===== src/rtl/wb_store_queue_if.sv =====
// Bundle of the writeback-to-store-queue, store-queue-to-dcache and load-check signals.
// Purely structural; no logic or latency of its own.
// The master side drives requests and dc_req_ready; the slave side owns the queue status.
interface wb_store_queue_if;
  logic        mem_ld;
  logic [31:0] mem_addr;
  logic [63:0] mem_data;
  logic [1:0]  memsize;
  logic [6:0]  inst_ptcid;
  logic        wbaq_full;
  logic        wbaq_empty;
  logic        dc_req_valid;
  logic [31:0] dc_req_addr;
  logic [63:0] dc_req_data;
  logic [1:0]  dc_req_size;
  logic [6:0]  dc_req_ptcid;
  logic        dc_req_ready;
  logic [31:0] ld_chk_addr;
  logic [1:0]  ld_chk_size;
  logic        ld_conflict;
  logic        ovf_err;

  modport master (
    output mem_ld, mem_addr, mem_data, memsize, inst_ptcid, dc_req_ready,
           ld_chk_addr, ld_chk_size,
    input  wbaq_full, wbaq_empty, dc_req_valid, dc_req_addr, dc_req_data,
           dc_req_size, dc_req_ptcid, ld_conflict, ovf_err
  );

  modport slave (
    input  mem_ld, mem_addr, mem_data, memsize, inst_ptcid, dc_req_ready,
           ld_chk_addr, ld_chk_size,
    output wbaq_full, wbaq_empty, dc_req_valid, dc_req_addr, dc_req_data,
           dc_req_size, dc_req_ptcid, ld_conflict, ovf_err
  );
endinterface


===== src/rtl/wb_store_queue.sv =====
// In-order write-back store queue draining committed stores to the dcache write port.
// Latency: an entry accepted at edge N is presented at the head from cycle N+1 (no bypass).
// Backpressure: wbaq_full (registered) stalls writeback; head holds until dc_req_ready.
// Optional load/store granule overlap check enabled by `define WBAQ_LD_CONFLICT_EN.
module wb_store_queue #(
  parameter int DEPTH = 8,
  parameter int PTR_W = 3
) (
  input  logic            clk,
  input  logic            rst,
  wb_store_queue_if.slave bus
);

  localparam logic [PTR_W:0] FULL_CNT = (PTR_W+1)'(DEPTH);

  logic [31:0] addr_mem [DEPTH];
  logic [63:0] data_mem [DEPTH];
  logic [1:0]  size_mem [DEPTH];
  logic [6:0]  tag_mem  [DEPTH];

  logic [PTR_W-1:0] wp;
  logic [PTR_W-1:0] rp;
  logic [PTR_W:0]   count;
  logic             enq;
  logic             deq;

  // Status decodes only from registered count, so no path from mem_ld/dc_req_ready.
  assign bus.wbaq_full    = (count == FULL_CNT);
  assign bus.wbaq_empty   = (count == '0);
  assign bus.dc_req_valid = ~bus.wbaq_empty;

  // A request arriving while full is dropped; a head is only popped when presented.
  assign enq = bus.mem_ld & ~bus.wbaq_full;
  assign deq = bus.dc_req_valid & bus.dc_req_ready;

  assign bus.dc_req_addr  = addr_mem[rp];
  assign bus.dc_req_data  = data_mem[rp];
  assign bus.dc_req_size  = size_mem[rp];
  assign bus.dc_req_ptcid = tag_mem[rp];

  // Pointers and occupancy; the drain state (idle/busy) is simply count != 0.
  always_ff @(posedge clk or negedge rst) begin
    if (!rst) begin
      wp    <= '0;
      rp    <= '0;
      count <= '0;
    end else begin
      if (enq) wp <= wp + 1'b1;
      if (deq) rp <= rp + 1'b1;
      case ({enq, deq})
        2'b10:   count <= count + 1'b1;
        2'b01:   count <= count - 1'b1;
        default: count <= count;
      endcase
    end
  end

  // Sticky overflow: a store was offered while there was no room for it.
  always_ff @(posedge clk or negedge rst) begin
    if (!rst) bus.ovf_err <= 1'b0;
    else if (bus.mem_ld & bus.wbaq_full) bus.ovf_err <= 1'b1;
  end

  // Entry payload storage; contents are meaningless until written, so no reset.
  always_ff @(posedge clk) begin
    if (enq) begin
      addr_mem[wp] <= bus.mem_addr;
      data_mem[wp] <= bus.mem_data;
      size_mem[wp] <= bus.memsize;
      tag_mem[wp]  <= bus.inst_ptcid;
    end
  end

`ifdef WBAQ_LD_CONFLICT_EN
  // Each access touches at most two 8-byte granules: those of its first and last byte.
  logic [28:0]      ld_lo;
  logic [28:0]      ld_hi;
  logic [2:0]       unused_ld_lsb;
  logic [DEPTH-1:0] hit;

  assign ld_lo = bus.ld_chk_addr[31:3];
  assign {ld_hi, unused_ld_lsb} = bus.ld_chk_addr + ((32'd1 << bus.ld_chk_size) - 32'd1);

  for (genvar i = 0; i < DEPTH; i++) begin : g_chk
    logic [PTR_W-1:0] off;
    logic             live;
    logic [28:0]      st_lo;
    logic [28:0]      st_hi;
    logic [2:0]       unused_st_lsb;

    // Slot i holds a buffered store if it sits within count slots of the head.
    assign off   = PTR_W'(i) - rp;
    assign live  = ({1'b0, off} < count);
    assign st_lo = addr_mem[i][31:3];
    assign {st_hi, unused_st_lsb} = addr_mem[i] + ((32'd1 << size_mem[i]) - 32'd1);
    assign hit[i] = live & ((ld_lo == st_lo) | (ld_lo == st_hi) |
                            (ld_hi == st_lo) | (ld_hi == st_hi));
  end

  assign bus.ld_conflict = |hit;
`else
  logic unused_ld_chk;
  assign unused_ld_chk   = ^{bus.ld_chk_addr, bus.ld_chk_size};
  assign bus.ld_conflict = 1'b0;
`endif

endmodule


===== src/flat_wrapper.sv =====
// flat-port wrapper written by rule: the top's interface ports become plain ports
module wb_store_queue_flat 
#(
  parameter int DEPTH = 8,
  parameter int PTR_W = 3
)
  (clk, rst, bus_mem_ld, bus_mem_addr, bus_mem_data, bus_memsize, bus_inst_ptcid, bus_dc_req_ready, bus_ld_chk_addr, bus_ld_chk_size, bus_wbaq_full, bus_wbaq_empty, bus_dc_req_valid, bus_dc_req_addr, bus_dc_req_data, bus_dc_req_size, bus_dc_req_ptcid, bus_ld_conflict, bus_ovf_err);
  wb_store_queue_if bus_i ();
  input  logic clk;
  input  logic rst;
  input wire logic [$bits(bus_i.mem_ld)-1:0] bus_mem_ld;
  input wire logic [$bits(bus_i.mem_addr)-1:0] bus_mem_addr;
  input wire logic [$bits(bus_i.mem_data)-1:0] bus_mem_data;
  input wire logic [$bits(bus_i.memsize)-1:0] bus_memsize;
  input wire logic [$bits(bus_i.inst_ptcid)-1:0] bus_inst_ptcid;
  input wire logic [$bits(bus_i.dc_req_ready)-1:0] bus_dc_req_ready;
  input wire logic [$bits(bus_i.ld_chk_addr)-1:0] bus_ld_chk_addr;
  input wire logic [$bits(bus_i.ld_chk_size)-1:0] bus_ld_chk_size;
  output wire logic [$bits(bus_i.wbaq_full)-1:0] bus_wbaq_full;
  output wire logic [$bits(bus_i.wbaq_empty)-1:0] bus_wbaq_empty;
  output wire logic [$bits(bus_i.dc_req_valid)-1:0] bus_dc_req_valid;
  output wire logic [$bits(bus_i.dc_req_addr)-1:0] bus_dc_req_addr;
  output wire logic [$bits(bus_i.dc_req_data)-1:0] bus_dc_req_data;
  output wire logic [$bits(bus_i.dc_req_size)-1:0] bus_dc_req_size;
  output wire logic [$bits(bus_i.dc_req_ptcid)-1:0] bus_dc_req_ptcid;
  output wire logic [$bits(bus_i.ld_conflict)-1:0] bus_ld_conflict;
  output wire logic [$bits(bus_i.ovf_err)-1:0] bus_ovf_err;
  assign bus_i.mem_ld = bus_mem_ld;
  assign bus_i.mem_addr = bus_mem_addr;
  assign bus_i.mem_data = bus_mem_data;
  assign bus_i.memsize = bus_memsize;
  assign bus_i.inst_ptcid = bus_inst_ptcid;
  assign bus_i.dc_req_ready = bus_dc_req_ready;
  assign bus_i.ld_chk_addr = bus_ld_chk_addr;
  assign bus_i.ld_chk_size = bus_ld_chk_size;
  assign bus_wbaq_full = bus_i.wbaq_full;
  assign bus_wbaq_empty = bus_i.wbaq_empty;
  assign bus_dc_req_valid = bus_i.dc_req_valid;
  assign bus_dc_req_addr = bus_i.dc_req_addr;
  assign bus_dc_req_data = bus_i.dc_req_data;
  assign bus_dc_req_size = bus_i.dc_req_size;
  assign bus_dc_req_ptcid = bus_i.dc_req_ptcid;
  assign bus_ld_conflict = bus_i.ld_conflict;
  assign bus_ovf_err = bus_i.ovf_err;
  wb_store_queue #(.DEPTH(DEPTH), .PTR_W(PTR_W)) u_core (.clk(clk), .rst(rst), .bus(bus_i));
endmodule

===== config.mk =====
export PLATFORM = sky130hd
export DESIGN_NAME = wb_store_queue_flat
export DESIGN_NICKNAME = d
export VERILOG_FILES = /design/src/rtl/wb_store_queue_if.sv /design/src/rtl/wb_store_queue.sv /design/src/flat_wrapper.sv
export SDC_FILE = /design/constraint.sdc
export NUM_CORES = 1
export LEC_CHECK = 0
export ABC_CLOCK_PERIOD_IN_PS = 19050
export BUFFER_PORTS_ARGS = -buffer_cell sky130_fd_sc_hd__buf_2
export CAP_MARGIN = 25
export CORE_AREA = 5 5 234 292
export CTS_BUF_LIST = sky130_fd_sc_hd__clkbuf_8
export DETAILED_ROUTE_END_ITERATION = 12
export DIE_AREA = 0 0 239 297
export GPL_TIMING_DRIVEN = 1
export PLACE_DENSITY = 0.72
export SYNTH_ARGS = -nofsm -noshare
export SYNTH_HDL_FRONTEND = slang
export SYNTH_SLANG_ARGS = --single-unit

===== constraint.sdc =====
create_clock -name clk -period 19.05 [get_ports clk]
set_input_delay 3.81 -clock clk [delete_from_list [all_inputs] [get_ports clk]]
set_output_delay 3.81 -clock clk [all_outputs]
set_load 0.02 [all_outputs]

# Yosys cells after proc, flatten, opt, wreduce, memory -nomap -nowiden
# Memory sizes are Yosys's and may differ from the RTL's.
# Index checks and enable logic that the tools add are counted.
# classes
n_eq_ne,3
n_reduce_logical,2
bitwise_logic,5
add_sub_neg,4
muxes,3
# ops
op,count
one-hot mux 4 bit (2 select lines),1
"adder 3 x 1 -> 3 bit, second input constant",2
"adder 4 x 1 -> 4 bit, second input constant",1
"equality test 4 bit, second input constant",1
logical NOT 4 bit,1
"subtractor 4 x 1 -> 4 bit, second input constant",1
bitwise AND 1 bit,3
"equality test 2 x 1 -> 1 bit, second input constant",1
"equality test 2 bit, second input constant",1
two-way mux 1 bit,2
NOT 1 bit,2
nonzero test 2 bit,1
# totals
reg_bits,11
memories,4
out_inout_bits,110
mem_bits_rw,840
# memory_table
name,words,word_bits,rd,rd_clocked_by_memory_dff,write_ports,line_no,text
u_core.data_mem,8,64,1,0,1,wb_store_queue.sv:17,logic [63:0] data_mem [DEPTH];
u_core.addr_mem,8,32,1,0,1,wb_store_queue.sv:16,logic [31:0] addr_mem [DEPTH];
u_core.tag_mem,8,7,1,0,1,wb_store_queue.sv:19,logic [6:0] tag_mem [DEPTH];
u_core.size_mem,8,2,1,0,1,wb_store_queue.sv:18,logic [1:0] size_mem [DEPTH];

# Longest topological paths before layout
# Gate-level depths: netlist (run 1).
# depth
ltp_word,5
mapped_depth,8
mapped_depth_nobuf,8

# Worst setup path before layout (run 1)
# No wires, ideal clock.
# synth_path
path_kind,in2reg
from,input bus_mem_ld
to,memory u_core.addr_mem[0][0] (enable)
cell_stages,2
setup_ns,0.697
path_slack_ns,7.304
t_arrival_ns,11.049
cell_sequence,nand3b_1 nor3_1
# synth_via
elab_chain_len,3
# synth_rtl
element,line_no,text
"start, declared",flat_wrapper.sv:11,input wire logic [$bits(bus_i.mem_ld)-1:0] bus_mem_ld;
bitwise AND 1 bit,wb_store_queue.sv:33,assign enq = bus.mem_ld & ~bus.wbaq_full;
two-way mux 1 bit,wb_store_queue.sv:66,if (enq) begin
two-way mux 1 bit (implied by the code),wb_store_queue.sv:67,addr_mem[wp] <= bus.mem_addr;
"end, declared",wb_store_queue.sv:16,
# No other way between the ends.

# Worst setup path after layout (run 1)
# layout_path
from,register u_core.rp[0]
to,output bus_dc_req_data[46]
# layout_via
elab_chain_len,1
# layout_rtl
element,line_no,text
"start, declared",wb_store_queue.sv:22,logic [PTR_W-1:0] rp;
"start signal, assigned",wb_store_queue.sv:49,if (deq) rp <= rp + 1'b1;
memory (8 x 64 bit),--,
"end, declared",flat_wrapper.sv:23,output wire logic [$bits(bus_i.dc_req_data)-1:0] bus_dc_req_data;
# No other way between the ends.

==> flow_metrics.py, run 1 <==
metrics = {
    "sta": {
        "max-slew-margin-rel_pct": 34.3,
        "fmax_mhz": 129,
        "hold_viol": 0,
        "timing.hold.ws_ps": 453,
        "setup_ws_ps": 11310,
        "drv_slew": 0,
        "rsz0062_at_grt": "false",
        "skew_ps": 33.1,
        "worstMarginPinSlew_ps": 985,
        "period_minus_slack_ps": 7740,
        "tns_ps": 0,
        "post-route-period-util_pct": 40.6,
        "setup_violations": 0,
    },
    "critical_path": {
        "arrival_ps": 3930,
        "endpoint_kind": "primary output",
        "cp_max_fo": 42,
        "required_ps": 15240,
        "critPathLaunchType": "register",
        "worstSetupPathType": "reg -> out",
    },
    "floorplan": {
        "dieArea_um2": 71000,
        "start_util_pct": 49.3,
        "die_w_um": 239,
        "ioPinCount": 253,
        "core_area_um2": 65300,
        "num_rows": 105,
        "fp.dieH_um": 297,
    },
    "pwr": {
        "power_switching_w": 0.00181,
        "pwr-share-seq_pct": 43.2,
        "p_clk_share_pct": 24.5,
        "vdd_drop_max_uv": 118,
        "p_per_area_nw_per_um2": 155,
        "p_int_w": 0.00388,
        "switching_share_pct": 31.8,
        "power_frac_comb_pct": 32.3,
        "leakagePower_nw": 12.1,
        "power_w": 0.00569,
    },
    "detailed_routing": {
        "drt_iter0_drc": 1096,
        "first_pass_iters": 5,
        "wire_per_inst_um": 25.0,
        "wl_um": 63900,
        "drc_errors": 0,
        "ant_nets": 0,
        "vias": 14282,
        "drt-vias-per-instance": 5.58,
    },
    "yosys": {
        "ys_async_sr_fraction_pct": 1.29,
        "synth_edf_count": 840,
        "ys_seq_area_share_pct": 79.2,
        "synthCells": 1284,
        "synth-seq-cells": 851,
        "synthesis.area_um2": 32200,
        "synthFlopType": "edfxtp_1",
        "syn_area_per_cell_um2": 25.1,
        "synthesis.nets": 1433,
        "yosys_warnings": 0,
        "synth_cell_types": 31,
    },
    "cts": {
        "ctsHoldBuffers": 0,
        "h-tree-depth": 4,
        "clockRootBuffer": "clkbuf_8",
        "cts_tree": "built",
        "clkLatencyLatePin_ps": 750,
        "post-cts-setup-buffers": 0,
        "cts_sinks": 851,
        "cts_inserted_buffers": 131,
        "path_clk_slew_ps": 60,
        "cts_resized": 0,
        "clockBufferDepth": 3,
    },
    "layout": {
        "final_cell_mix": "edfxtp_1 (840), buf_2 (217), mux4_2 (210)",
        "final_layout_size_suffix_gt1_share_pct": 43.1,
        "n_fill_cell": 4705,
        "nNetsFinal": 1748,
        "syn_to_final_growth_pct": 14.0,
        "final_common_cell": "edfxtp_1",
    },
    "placed_design": {
        "gp_congestion": 0.715,
        "dpl.hpwl_um": 33500,
        "port_buffers": 217,
        "dp_slack_ps": 11200,
    },
    "worst_hold_path": {
        "min_path_type": "reg -> reg",
    },
    "run_status": {
        "status": "completed",
    },
    "global_routing": {
        "grt_start_max_net_pins": 151,
        "grt_pass1_vias": 15727,
        "gr-total-overflow": 0,
        "grt_antenna_before_repair": 12,
        "grt_pass1_wl_um": 96300,
        "grt_usage_pct": 18.1,
    },
    "flow_run": {
        "cap_viol_max_count": 0,
    },
}
[final timing paths]
path	start	end	slack [ps]	cells past startpoint
worst max-delay path	u_core.rp[0]$_DFFE_PN0P_	bus_dc_req_data[46]	11310	5
worst min-delay path	u_core.bus.ovf_err$_DFFE_PN0P_	u_core.bus.ovf_err$_DFFE_PN0P_	450	1
worst max register to register	u_core.count[3]$_DFFE_PN0P_	u_core.addr_mem[6][20]$_DFFE_PP_	15430	5
worst min register to register	u_core.bus.ovf_err$_DFFE_PN0P_	u_core.bus.ovf_err$_DFFE_PN0P_	450	1
max in group asynchronous	rst	u_core.rp[0]$_DFFE_PN0P_	15890	1
min in group asynchronous	rst	u_core.count[0]$_DFFE_PN0P_	2920	1
[logic make-up after synthesis]
group	after synthesis	synth area share, %
mux	319	18.5
xor+xnor	6	0.163
other cells	1	0.0116
compound gates	7	0.155
simple gates	26	0.443
buf+inv	68	1.32
fa+ha+maj	6	0.256
flops	851	79.2
[cell usage after synthesis, drive strengths merged (2+ instances only)]
| library cell | count | area (um^2) |
|---|---|---|
| edfxtp | 840 | 25200 |
| mux4 | 210 | 4730 |
| mux2 | 108 | 1220 |
| buf | 41 | 323 |
| clkbuf | 20 | 75.1 |
| dfrtp | 11 | 275 |
| inv | 7 | 26.3 |
| nor2 | 6 | 22.5 |
| ha | 5 | 62.6 |
| nand3 | 5 | 25.0 |
| xnor2 | 5 | 43.8 |
| nand2 | 4 | 15.0 |
| nor3b | 3 | 22.5 |
| a21oi | 2 | 10.0 |
| nand2b | 2 | 12.5 |
| nor3 | 2 | 10.0 |
| or4b | 2 | 20.0 |
[metal layers]
layer | track usage [%] | vias up | routed length (um)
met1 | 23.5 | 7594 | 25600
met2 | 30.6 | 419 | 33300
met5 | 0 | - | 55
met3 | 4.92 | 92 | 3910
li1 | - | 6169 | -
met4 | 4.95 | 8 | 1060
[state kept, by name, indices dropped and copies added, names as in the netlist]
signal	count
u_core.data_mem	512
u_core.size_mem	16
u_core.bus.ovf_err	1
u_core.addr_mem	256
u_core.wp	3
u_core.rp	3
u_core.tag_mem	56
u_core.count	4
[power by group through the flow]
| stage | registers (W) | logic [W] | clock network, W |
|---|---|---|---|
| floorplan | 0.00248 | 0.00137 | 0 |
| global placement | 0.00251 | 0.00183 | 0 |
| detailed placement | 0.00253 | 0.00185 | 0 |
| CTS | 0.00249 | 0.00186 | 0.00144 |
| global route | 0.00248 | 0.00197 | 0.00153 |
| finish | 0.00246 | 0.00184 | 0.00139 |
[per-stage QoR]
step | instance area [um^2] | std cells | util (%)
2_1_floorplan | 32200 | 1284 | -
3_5_place_dp | 34300 | 2320 | 52.5
6_report | 36700 | 2559 | 56.3
3_3_place_gp | 34200 | 2319 | 52.4
5_1_grt | 36700 | 2554 | 56.2
4_1_cts | 36700 | 2551 | 56.2
[critical path, stage by stage (launching register included)]
cell	delay, ps
dfrtp_4	610
buf_4	690
buf_4	790
mux4_2	600
mux2_2	280
buf_2	160
[final cells by class]
class,count,area [um^2],area share [%]
sequential,851,25500,69.4
multi-input combinational,365,6340,17.3
clock buffer,132,1820,4.95
timing repair buffer,243,1370,3.72
tap,856,1070,2.92
clock inverter,99,584,1.59
inverter,7,26.3,0.0715
antenna,6,15.0,0.0409
(Power assumes the default switching activity.)
==> inputs of run 2 (changes only) <==
ABC_CLOCK_PERIOD_IN_PS = 6800   (was 19050)
PLACE_DENSITY = 0.74   (was 0.72)
clock period = 6.8 ns   (was 19.05 ns; I/O delays follow)
==> run 2 against run 1 <==
Register-to-register slack lost 12000 ps; via count down 0.44%; clock power grew to 2.8 times the previous value; global-route usage is 0.72 points lower; combinational power rose to 2.7 times the previous value; wire length decreased by 3.7%; die area stayed put; sequential share of layout area up 0.11 points; clock-buffer cell count up 3; total power rose to 2.8 times the previous value; critical endpoint is now bus_dc_req_data[20]; highest routed layer unchanged.
==> flow_metrics.py, run 2 (same netlist as run 1, synthesis figures left out) <==
metrics = {
    "run_status": {
        "status": "completed",
    },
    "critical_path": {
        "crit_family": "multiplexers",
        "endpoint_kind": "primary output",
        "arrival_ps": 3350,
        "worst-path-buf-inv": 2,
        "r2r_setup_slack_ps": 3670,
        "cp_slowest_cell": "dfrtp_4",
        "critPathLaunchType": "register",
        "worstSetupPathType": "reg -> out",
        "path_cells": "buf_4, mux4_2, mux2_2, buf_2",
        "crit_path_max_incr_delay_ps": 840,
        "cp_max_fo": 36,
        "rr_endpoint": "u_core.count[3]$_DFFE_PN0P_",
        "required_ps": 5440,
        "r2r-start": "u_core.count[0]$_DFFE_PN0P_",
        "worstRegToRegCells": 7,
    },
    "cts": {
        "cts_inserted_buffers": 130,
        "clockBufferDepth": 3,
        "path_clk_slew_ps": 60,
        "clkLatencyLatePin_ps": 720,
        "cts_sinks": 851,
        "cts_tree": "built",
        "clockRootBuffer": "clkbuf_8",
        "cts_resized": 0,
        "ctsHoldBuffers": 0,
        "h-tree-depth": 4,
        "post-cts-setup-buffers": 0,
    },
    "layout": {
        "ff_latch_area_um2": 25500,
        "largest-register": "u_core.data_mem",
        "multi_input_area_um2": 6350,
        "syn_to_final_growth_pct": 13.9,
        "nNetsFinal": 1747,
        "largest_registers": "u_core.data_mem: 512 flops, u_core.addr_mem: 256 flops, u_core.tag_mem: 56 flops",
        "final_common_cell": "edfxtp_1",
        "largest_reg_flops": 512,
        "final_cell_mix": "edfxtp_1 (840), buf_2 (217), mux4_2 (210)",
        "n_fill_cell": 4717,
        "final_layout_size_suffix_gt1_share_pct": 43.3,
        "utilization_pct": 56.2,
    },
    "floorplan": {
        "num_rows": 105,
        "core_area_um2": 65300,
        "fp.dieH_um": 297,
        "start_util_pct": 49.3,
        "ioPinCount": 253,
        "dieArea_um2": 71000,
        "die_w_um": 239,
    },
    "sta": {
        "skew_ps": 29.4,
        "tns_ps": 0,
        "post-route-period-util_pct": 69.2,
        "setup_violations": 0,
        "drv_slew": 0,
        "worstMarginPinSlew_ps": 1020,
        "max-slew-margin-rel_pct": 32.2,
        "rsz0062_at_grt": "false",
        "fmax_mhz": 212,
        "period_minus_slack_ps": 4710,
        "hold_viol": 0,
    },
    "global_routing": {
        "gr-usage-met2_pct": 29.7,
        "grt_usage_pct": 17.4,
        "use_met1_pct": 22.5,
        "grt_pass1_wl_um": 93100,
        "grt_pass1_vias": 15715,
        "top_usage_layer": "met2",
        "use_met3_pct": 4.40,
        "grt_antenna_before_repair": 5,
        "gr-total-overflow": 0,
        "grt_start_max_net_pins": 101,
    },
    "detailed_routing": {
        "vias": 14219,
        "drt_iter0_drc": 957,
        "wire_per_inst_um": 24.1,
        "wl_um": 61500,
        "ant_nets": 0,
        "drt-vias-per-instance": 5.58,
        "first_pass_iters": 5,
        "drc_errors": 0,
    },
    "placed_design": {
        "gp_congestion": 0.703,
        "port_buffers": 217,
        "dpl.hpwl_um": 31900,
    },
    "flow_run": {
        "cap_viol_max_count": 0,
    },
    "pwr": {
        "p_per_area_nw_per_um2": 432,
        "vdd_drop_max_uv": 406,
        "leakagePower_nw": 12.0,
    },
    "worst_hold_path": {
        "min_path_type": "reg -> reg",
        "min_path_cells": 1,
        "hold_end": "u_core.bus.ovf_err$_DFFE_PN0P_",
        "hp-start": "u_core.bus.ovf_err$_DFFE_PN0P_",
    },
}
## run 2: cell count changes in the layout (fill, tap and decap cells not counted), moves of 2 or more
cell	delta
clkinvlp_4	-2
nor3_2	-2
clkbuf_8	+3
clkinv_1	+3
nor3_4	+2
clkinv_2	+2
inv_1	-9
diode_2	-3
buf_12	+2
buf_16	-3
## run 2: worst reg2reg max path, delay by kind of cell (launching register included)
family,cells,cell delay [ps]
adder cells (fa/ha/maj),2,670
AND/OR/NAND/NOR,3,1610
AO/OA/AOI/OAI,2,260
flip-flops,1,460
## run 2: report_power, final
group	total (W)	switching, W	internal (W)	leakage [nW]
Clock	0.00385	0.00186	0.00200	1.35
Sequential	0.00696	0.000354	0.00661	7.75
Combinational	0.00502	0.00276	0.00226	2.94
## run 2: metrics by stage
stage / cell area, um^2 / hold slack [ps] / worst slack (ps) / total power [W] / cells
4_1_cts: 36700 / 405 / 1900 / 0.0161 / 2547
6_report: 36700 / 453 / 2090 / 0.0158 / 2550
5_1_grt: 36700 / 432 / 1790 / 0.0166 / 2548
3_5_place_dp: 34300 / 442 / 2760 / 0.0122 / 2322
3_3_place_gp: 34300 / 436 / 2740 / 0.0121 / 2322
2_1_floorplan: 32200 / 484 / 319 / 0.0108 / 1284
## run 2: how the worst max path moves through the flow
stage                                   from                         endpoint  slack [ps]  depth (start not counted)
CTS                 u_core.rp[0]$_DFFE_PN0P_               bus_dc_req_data[9]        1900                          4
finish              u_core.rp[0]$_DFFE_PN0P_              bus_dc_req_data[20]        2090                          4
floorplan                         bus_mem_ld  u_core.addr_mem[6][0]$_DFFE_PP_         320                          2
detailed placement  u_core.rp[0]$_DFFE_PN0P_              bus_dc_req_data[20]        2760                          4
global route        u_core.rp[0]$_DFFE_PN0P_              bus_dc_req_data[17]        1790                          4
global placement    u_core.rp[0]$_DFFE_PN0P_              bus_dc_req_data[20]        2740                          4
## run 2: metal layers
metal / up-vias / routed length, um
met4: 6 / 1010
li1: 6156 / -
met1: 7582 / 24400
met2: 392 / 32500
met3: 83 / 3510
met5: - / 34
## run 2: layout make-up
type,instances,share of cell area [%]
flip-flops and latches,851,69.6
multi-input cells,365,17.3
clock buffers,135,5.07
repair buffers,243,3.63
well taps,856,2.92
clock inverters,90,1.40
inverters,7,0.0716
diodes,3,0.0205
